### config.mk
export PLATFORM = sky130hd
export DESIGN_NAME = addsub_rr_sched
export DESIGN_NICKNAME = d
export VERILOG_FILES = /design/src/rtl/addsub_rr_sched.sv
export SDC_FILE = /design/constraint.sdc
export NUM_CORES = 1
export LEC_CHECK = 0
export CORE_MARGIN = 2
export CORE_UTILIZATION = 44
export CTS_CLUSTER_DIAMETER = 40
export DETAILED_ROUTE_END_ITERATION = 10
export GPL_ROUTABILITY_DRIVEN = 1
export MAX_ROUTING_LAYER = met4
export PLACE_DENSITY = 0.81
export SYNTH_ARGS = -nofsm -noshare
export SYNTH_HDL_FRONTEND = slang
export SYNTH_HIERARCHICAL = 1
export SYNTH_SLANG_ARGS = --single-unit
### constraint.sdc
create_clock -name clk -period 3.06 [get_ports clk]
set_input_delay 0.459 -clock clk [delete_from_list [all_inputs] [get_ports clk]]
set_output_delay 0.459 -clock clk [all_outputs]
set_load 0.03 [all_outputs]
### src/rtl/addsub_rr_sched.sv
// addsub_rr_sched: round-robin sharing of one 8-bit add/sub unit.
// Define ADDSUB_SAT_EN to clamp overflowed results to 7F/80.

module addsub8 (
  input  logic [7:0] a,
  input  logic [7:0] b,
  input  logic       m,
  output logic [7:0] s,
  output logic       ovf
);
  logic [7:0] bx;
  logic [7:0] lo;
  logic [1:0] hi;

  // low 7 bits give carry into MSB, top bit gives carry out
  always_comb begin
    bx  = b ^ {8{m}};
    lo  = {1'b0, a[6:0]} + {1'b0, bx[6:0]} + {7'd0, m};
    hi  = {1'b0, a[7]} + {1'b0, bx[7]} + {1'b0, lo[7]};
    s   = {hi[0], lo[6:0]};
    ovf = lo[7] ^ hi[1];
  end
endmodule

module addsub_rr_sched #(
  parameter int NREQ = 4
) (
  input  logic                    clk,
  input  logic                    rst,
  input  logic [NREQ-1:0]         req_valid,
  output logic [NREQ-1:0]         req_ready,
  input  logic [8*NREQ-1:0]       req_a,
  input  logic [8*NREQ-1:0]       req_b,
  input  logic [NREQ-1:0]         req_m,
  output logic                    rsp_valid,
  input  logic                    rsp_ready,
  output logic [$clog2(NREQ)-1:0] rsp_id,
  output logic [7:0]              rsp_s,
  output logic                    rsp_ovf,
  output logic [7:0]              ovf_cnt
);
  localparam int IDW = $clog2(NREQ);

  logic           op_v_q, op_v_d;
  logic [7:0]     op_a_q, op_a_d;
  logic [7:0]     op_b_q, op_b_d;
  logic           op_m_q, op_m_d;
  logic [IDW-1:0] op_id_q, op_id_d;
  logic           rsp_valid_q, rsp_valid_d;
  logic [7:0]     rsp_s_q, rsp_s_d;
  logic           rsp_ovf_q, rsp_ovf_d;
  logic [IDW-1:0] rsp_id_q, rsp_id_d;
  logic [7:0]     ovf_cnt_q, ovf_cnt_d;
  logic [IDW-1:0] last_grant_q, last_grant_d;

  logic           res_adv;
  logic           op_adv;
  logic           accept;
  logic           found;
  logic [IDW-1:0] idx;
  logic [IDW-1:0] grant;
  logic [7:0]     alu_s;
  logic           alu_ovf;
  logic [7:0]     res_s;

  addsub8 u_alu (
    .a   (op_a_q),
    .b   (op_b_q),
    .m   (op_m_q),
    .s   (alu_s),
    .ovf (alu_ovf)
  );

  // round-robin scan starting after the last grant
  always_comb begin
    found = 1'b0;
    grant = '0;
    idx   = last_grant_q;
    for (int k = 0; k < NREQ; k++) begin
      if (idx == IDW'(NREQ - 1)) idx = '0;
      else                       idx = idx + 1'b1;
      if (!found && req_valid[idx]) begin
        found = 1'b1;
        grant = idx;
      end
    end
  end

  // pipeline advance, operand/result loading and overflow counting
  always_comb begin
    res_adv = !rsp_valid_q | rsp_ready;
    op_adv  = op_v_q & res_adv;
    accept  = (!op_v_q | op_adv) & found & !rst;

    req_ready = '0;
    if (accept) req_ready[grant] = 1'b1;

    res_s = alu_s;
`ifdef ADDSUB_SAT_EN
    if (alu_ovf) res_s = op_a_q[7] ? 8'h80 : 8'h7F;
`endif

    op_v_d       = op_v_q;
    op_a_d       = op_a_q;
    op_b_d       = op_b_q;
    op_m_d       = op_m_q;
    op_id_d      = op_id_q;
    last_grant_d = last_grant_q;
    if (accept) begin
      op_v_d       = 1'b1;
      op_id_d      = grant;
      last_grant_d = grant;
      for (int i = 0; i < NREQ; i++) begin
        if (grant == IDW'(i)) begin
          op_a_d = req_a[8*i +: 8];
          op_b_d = req_b[8*i +: 8];
          op_m_d = req_m[i];
        end
      end
    end else if (op_adv) begin
      op_v_d = 1'b0;
    end

    rsp_valid_d = rsp_valid_q;
    rsp_s_d     = rsp_s_q;
    rsp_ovf_d   = rsp_ovf_q;
    rsp_id_d    = rsp_id_q;
    if (op_adv) begin
      rsp_valid_d = 1'b1;
      rsp_s_d     = res_s;
      rsp_ovf_d   = alu_ovf;
      rsp_id_d    = op_id_q;
    end else if (res_adv) begin
      rsp_valid_d = 1'b0;
    end

    ovf_cnt_d = ovf_cnt_q;
    if (rsp_valid_q && rsp_ready && rsp_ovf_q && ovf_cnt_q != 8'hFF)
      ovf_cnt_d = ovf_cnt_q + 8'd1;
  end

  // state registers with synchronous reset
  always_ff @(posedge clk) begin
    if (rst) begin
      op_v_q       <= 1'b0;
      op_a_q       <= '0;
      op_b_q       <= '0;
      op_m_q       <= 1'b0;
      op_id_q      <= '0;
      rsp_valid_q  <= 1'b0;
      rsp_s_q      <= '0;
      rsp_ovf_q    <= 1'b0;
      rsp_id_q     <= '0;
      ovf_cnt_q    <= '0;
      last_grant_q <= IDW'(NREQ - 1);
    end else begin
      op_v_q       <= op_v_d;
      op_a_q       <= op_a_d;
      op_b_q       <= op_b_d;
      op_m_q       <= op_m_d;
      op_id_q      <= op_id_d;
      rsp_valid_q  <= rsp_valid_d;
      rsp_s_q      <= rsp_s_d;
      rsp_ovf_q    <= rsp_ovf_d;
      rsp_id_q     <= rsp_id_d;
      ovf_cnt_q    <= ovf_cnt_d;
      last_grant_q <= last_grant_d;
    end
  end

  assign rsp_valid = rsp_valid_q;
  assign rsp_s     = rsp_s_q;
  assign rsp_ovf   = rsp_ovf_q;
  assign rsp_id    = rsp_id_q;
  assign ovf_cnt   = ovf_cnt_q;
endmodule

# Word level (Yosys, flattened, before mapping)
# Cells that the tools add are included.
# op_classes
mux	39
shift	0
n_reduce_logical	18
n_div	0
eq_ne	8
multipliers	0
n_lt_le_gt_ge	6
addsub	9
bitwise_logic	7
# ops
operator	n
8-bit two-way mux	8
1-bit two-way mux	17
2-bit two-way mux	8
2-bit by 3-bit less-than comparator with 1-bit output (second input constant)	5
2-bit == test (second input constant)	6
2-bit by 1-bit adder with 2-bit output (second input constant)	4
7-bit by 7-bit adder with 8-bit output	1
8-bit by 1-bit adder with 8-bit output	1
8-bit by 1-bit adder with 8-bit output (second input constant)	1
1-bit binary-select mux with 2-bit select	4
8-bit != test (second input constant)	1
8-bit XOR	1
1-bit logical AND	7
1-bit logical NOT	6
4-bit two-way mux	1
2-bit nonzero test	2
4-bit nonzero test	1
1-bit AND	3
1-bit by 1-bit adder with 2-bit output	1
2-bit by 1-bit adder with 2-bit output	1
1-bit demux with 2-bit select	1
2-bit by 1-bit == test with 1-bit output (second input constant)	1
2-bit by 1-bit >= comparator with 1-bit output (second input constant)	1
2-bit logical NOT	1
other kinds (3)	4
# totals
latch_bits	0
ramBits	0
rom_bits	0
reg_bits	42
elab_cells	98
mem_count	0

# Logic depth before layout (Yosys ltp)
# depth
depth_word	19
mapped_depth	10

# Modules after synthesis
# The synthesis kept the hierarchy.
# modules_own_cells
module	n_inst	seq_area_each_um2	cells_per_inst	area_per_inst_um2
addsub_rr_sched	1	840.8	221	2058.2
addsub8	1	0.0	51	411.6

# Worst setup path after synthesis
# No wires, ideal clock.
# synth_path
kind	register to output
start	register last_grant_q[0]
end	output req_ready[1]
setup_slack_ns	0.429
required_time_ns	2.601
stages_incl_launch_ff	7
arrival_time_ns	2.172
cell_sequence	dfxtp_1 > ha_1 > o21a_1 > a221oi_4 > nand3_1 > clkbuf_1 > a21oi_1
# synth_via
elab_chain_cells	19
elab_cells_between_ends	42
cone_classes	add/sub: 4; order compare: 2; eq/ne: 4; mux: 23; bitwise: 2; reduce/logical: 7
# synth_rtl
element	line	text
from (decl)	54	logic [IDW-1:0] last_grant_q, last_grant_d;
from (signal assigned)	155	last_grant_q <= IDW'(NREQ - 1);
from (signal assigned)	167	last_grant_q <= last_grant_d;
2-bit by 1-bit adder with 2-bit output / 2-bit == test (equally long branches)	81, 80	
2-bit two-way mux *	80	if (idx == IDW'(NREQ - 1)) idx = '0;
branches (longest 16 deep; another with 2-bit by 3-bit less-than comparator with 1-bit output)	--	
4-bit two-way mux *	96	if (accept) req_ready[grant] = 1'b1;
to (decl)	31	output logic [NREQ-1:0] req_ready,
# Every way passes the cells marked *. The select of a mux whose other input is x is not followed.

# Final worst setup path
# layout_path
start	input req_valid[2]
end	output req_ready[2]
# layout_via
elab_chain_cells	17
elab_cells_between_ends	30
cone_classes	order compare: 2; mux: 19; bitwise: 2; reduce/logical: 7
# layout_rtl
element	line	text
from (decl)	30	input logic [NREQ-1:0] req_valid,
1-bit binary-select mux with 2-bit select	82	if (!found && req_valid[idx]) begin
1-bit two-way mux (not written as such)	82	
1-bit two-way mux	82	
1-bit logical NOT	82	
1-bit logical AND	82	
1-bit two-way mux	82	
1-bit logical NOT	82	
1-bit logical AND	82	
1-bit two-way mux	82	
1-bit logical NOT	82	
1-bit logical AND	82	
2-bit two-way mux	82	
2-bit by 3-bit less-than comparator with 1-bit output (not written as such) / 2-bit by 1-bit >= comparator with 1-bit output (equally long branches)	96	
1-bit logical AND (not written as such)	96	
1-bit two-way mux (not written as such)	96	
1-bit demux with 2-bit select	96	
4-bit two-way mux *	96	
# Mark *: on every way between the ends. The rest lies on a longest branch, timed or not. The select of a mux whose other input is x is not followed.

==> impl_results.md <==
- Mapped Cells: roughly 270
- Buffers added on ports: 98
- Critical path launch point: req_valid[2]
- Crit share post-route: 0.921
- Critical Path AT: between 2 and 2.5 ns
- Fillers: 490
- Critical path type: in -> out
- Antenna cells: 0
- Area Growth Syn to Fin: 47.1%
- Clock slew at reported path FFs: 0.08 ns
- DIE HEIGHT: 78.9 µm
- Cts repair resizes: 0
- Synth unique cells: 43
- Root buffer cell: clkbuf_8
- Leak: about 0.0015 µW
- Iteration-0 DRC Markers: 89
- Via count: 2384
- Total global routing overflow: 0
- Gpl congestion: about 0.85
- Largest net degree at the start of global routing: 31
- H-Tree Depth: 2
- Cell Rows: 27
- Kind of start point of the critical path: input port
- Longest Clk Path Bufs: 2
- Reg area: 841 µm²
- Final nets: 456
- Setup ws final: 0.241 ns
- Cell area power density: 824 nW/µm²
- Post-CTS Setup Bufs: 0
- Min-delay src: op_id_q[0]
- Maximum vdd drop: 0.000383 V
- Worst-Margin Slew: 0.666 ns
- Syn Area/Cell: just over 9 µm²
- Crit Path Max Fanout: 8
- Final Setup Violations: 0
- Cts hold-fix bufs: 0
- HP Class: reg -> reg
- Max-Cap Viols: 0
- Area after DPL: 3520 µm²
- Fin Clk Skew: 0.00961 ns
- Core Area: between 5000 and 6000 µm²
- Syn Nets: between 300 and 400
- Most common cell after layout, fill and taps aside: clkdlybuf4s50_1
- CTS tree: built
- Wire per inst: 14.0 µm
- Synthesis Warnings: 6
- Via density: 5.37
- Fraction of layout cells with a size suffix above 1: 0.0645
- Crit path time final: 2.82 ns
- Synth Flop Type: dfxtp_1
- Fin. Hold Viols: 0
- First-pass DRT Iterations: 5
- Register area share after synthesis: 0.340
- Commonest cells after routing, fill and taps aside: clkdlybuf4s50_1, dfxtp_1, mux2i_1, nor2_1, nand2_1
- Count of pins over their slew limit: 0
- Asr flop ratio synth: 0
- RSZ-0062 raised after global routing: false
- Synthesized area: 2470 µm²
- DRC: 0
- Full die area: 6230 µm²
- GRT Overall Usage: 0.208
- Total negative slack: 0 ns
- Place WS: 0.221 ns
- First-pass GRT wire length: 10200 µm
- Status: complete, no violations
- Initial antenna violation count: 0
- Design area: between 3000 and 4000 µm²
- FF+latch count, synth: 42
- Worst slew margin: 0.556
- Antenna Nets Post-Route: 0
- Data required, critical path: about 2.6 ns
- Vias in the first global route: 2369
- EDFF count, synth: 0
- Starting Density: 0.451
- Cts bufs inserted: 5
- Sink Count: 42
- Final wirelength: 6220 µm
- Crit. End Element: primary output
- Clk Latency, worst-skew pair: 0.29 ns
- Die X: 78.9 µm
- # IOs: 99
- Launching point of the worst reg2reg path: op_m_q
- Max Clk Rate: 355 MHz
- Multi-input combinational cell area: 1510 µm²
- Detailed Place HPWL: 4940 µm
==> routing by layer <==
| metal | vias to the layer above | part of all wire | GRT usage |
|---|---|---|---|
| met5 | - | 0 | - |
| met4 | 0 | 0.025 | 0.0879 |
| met3 | 15 | 0.049 | 0.0330 |
| met2 | 83 | 0.49 | 0.344 |
| met1 | 1086 | 0.44 | 0.253 |
| li1 | 1200 | - | - |
==> through the flow <==
stage / std cells / total power (µW) / utilization / hold slack [ns]
6_report: 444 / 2990 / 0.664 / 0.467
2_1_floorplan: 272 / 2090 / - / 0.422
3_3_place_gp: 436 / 2510 / 0.644 / 0.450
5_1_grt: 444 / 3220 / 0.664 / 0.489
3_5_place_dp: 436 / 2560 / 0.644 / 0.453
4_1_cts: 444 / 3000 / 0.664 / 0.466
==> cells in the mapped netlist (7+ instances only) <==
cell | number | area, µm²
nor2_1 | 28 | 105
ha_1 | 8 | 100
o211ai_1 | 15 | 113
xnor2_1 | 7 | 61.3
a32oi_1 | 14 | 123
nand2_1 | 25 | 93.8
nor3_1 | 8 | 40.0
mux2i_1 | 29 | 290
xor2_1 | 11 | 96.3
dfxtp_1 | 42 | 841
inv_1 | 12 | 45.0
clkbuf_1 | 7 | 26.3
==> flip-flops by register name, summed over array words and instances (netlist names) <==
register,count
rsp_s,8
op_m_q,1
rsp_ovf,1
ovf_cnt,8
rsp_id,2
op_v_q,1
rsp_valid,1
last_grant_q,2
op_b_q,8
op_a_q,8
op_id_q,2
==> cells by family (layout without fill, tap and decap cells) <==
family,Yosys count,in the layout,synth area share
DFF,42,42,0.340
buffers and inverters,25,125,0.0481
and+or+nand+nor,84,84,0.156
adders and majority gates,10,10,0.0567
muxes,30,30,0.124
AOI/OAI and AO/OA,63,63,0.212
xor gates and xnor gates,18,18,0.0638
==> path summary, 6_finish.rpt <==
kind	slack (ns)	cells past startpoint	to
max reg2reg	0.43	10	rsp_ovf
min	0.47	2	op_id_q[0]
max	0.24	5	req_ready[2]
min reg2reg	0.47	2	op_id_q[0]
==> critical path: stages <==
cell,delay [ns]
clkdlybuf4s50_1,0.61
nor4_2,0.10
or3_1,0.51
a2111oi_4,0.44
buf_4,0.23
==> report_power, final <==
group,leakage [µW],switching [µW],total (µW),internal (µW)
combinational,0.00105,921,1720,800
clock,0.0000514,188,431,243
sequential,0.000347,124,839,715
total,0.00145,1230,2990,1760
==> area by class of cell <==
| class | count | area share |
|---|---|---|
| Timing Repair Buffer | 105 | 0.285 |
| Inverter | 12 | 0.0124 |
| Clock buffer | 6 | 0.0200 |
| Tap cell | 72 | 0.0248 |
| Clock inverter | 2 | 0.0103 |
| Multi-Input combinational cell | 205 | 0.416 |
| Sequential cell | 42 | 0.231 |
No activity file was read; power rests on OpenSTA's default activity.
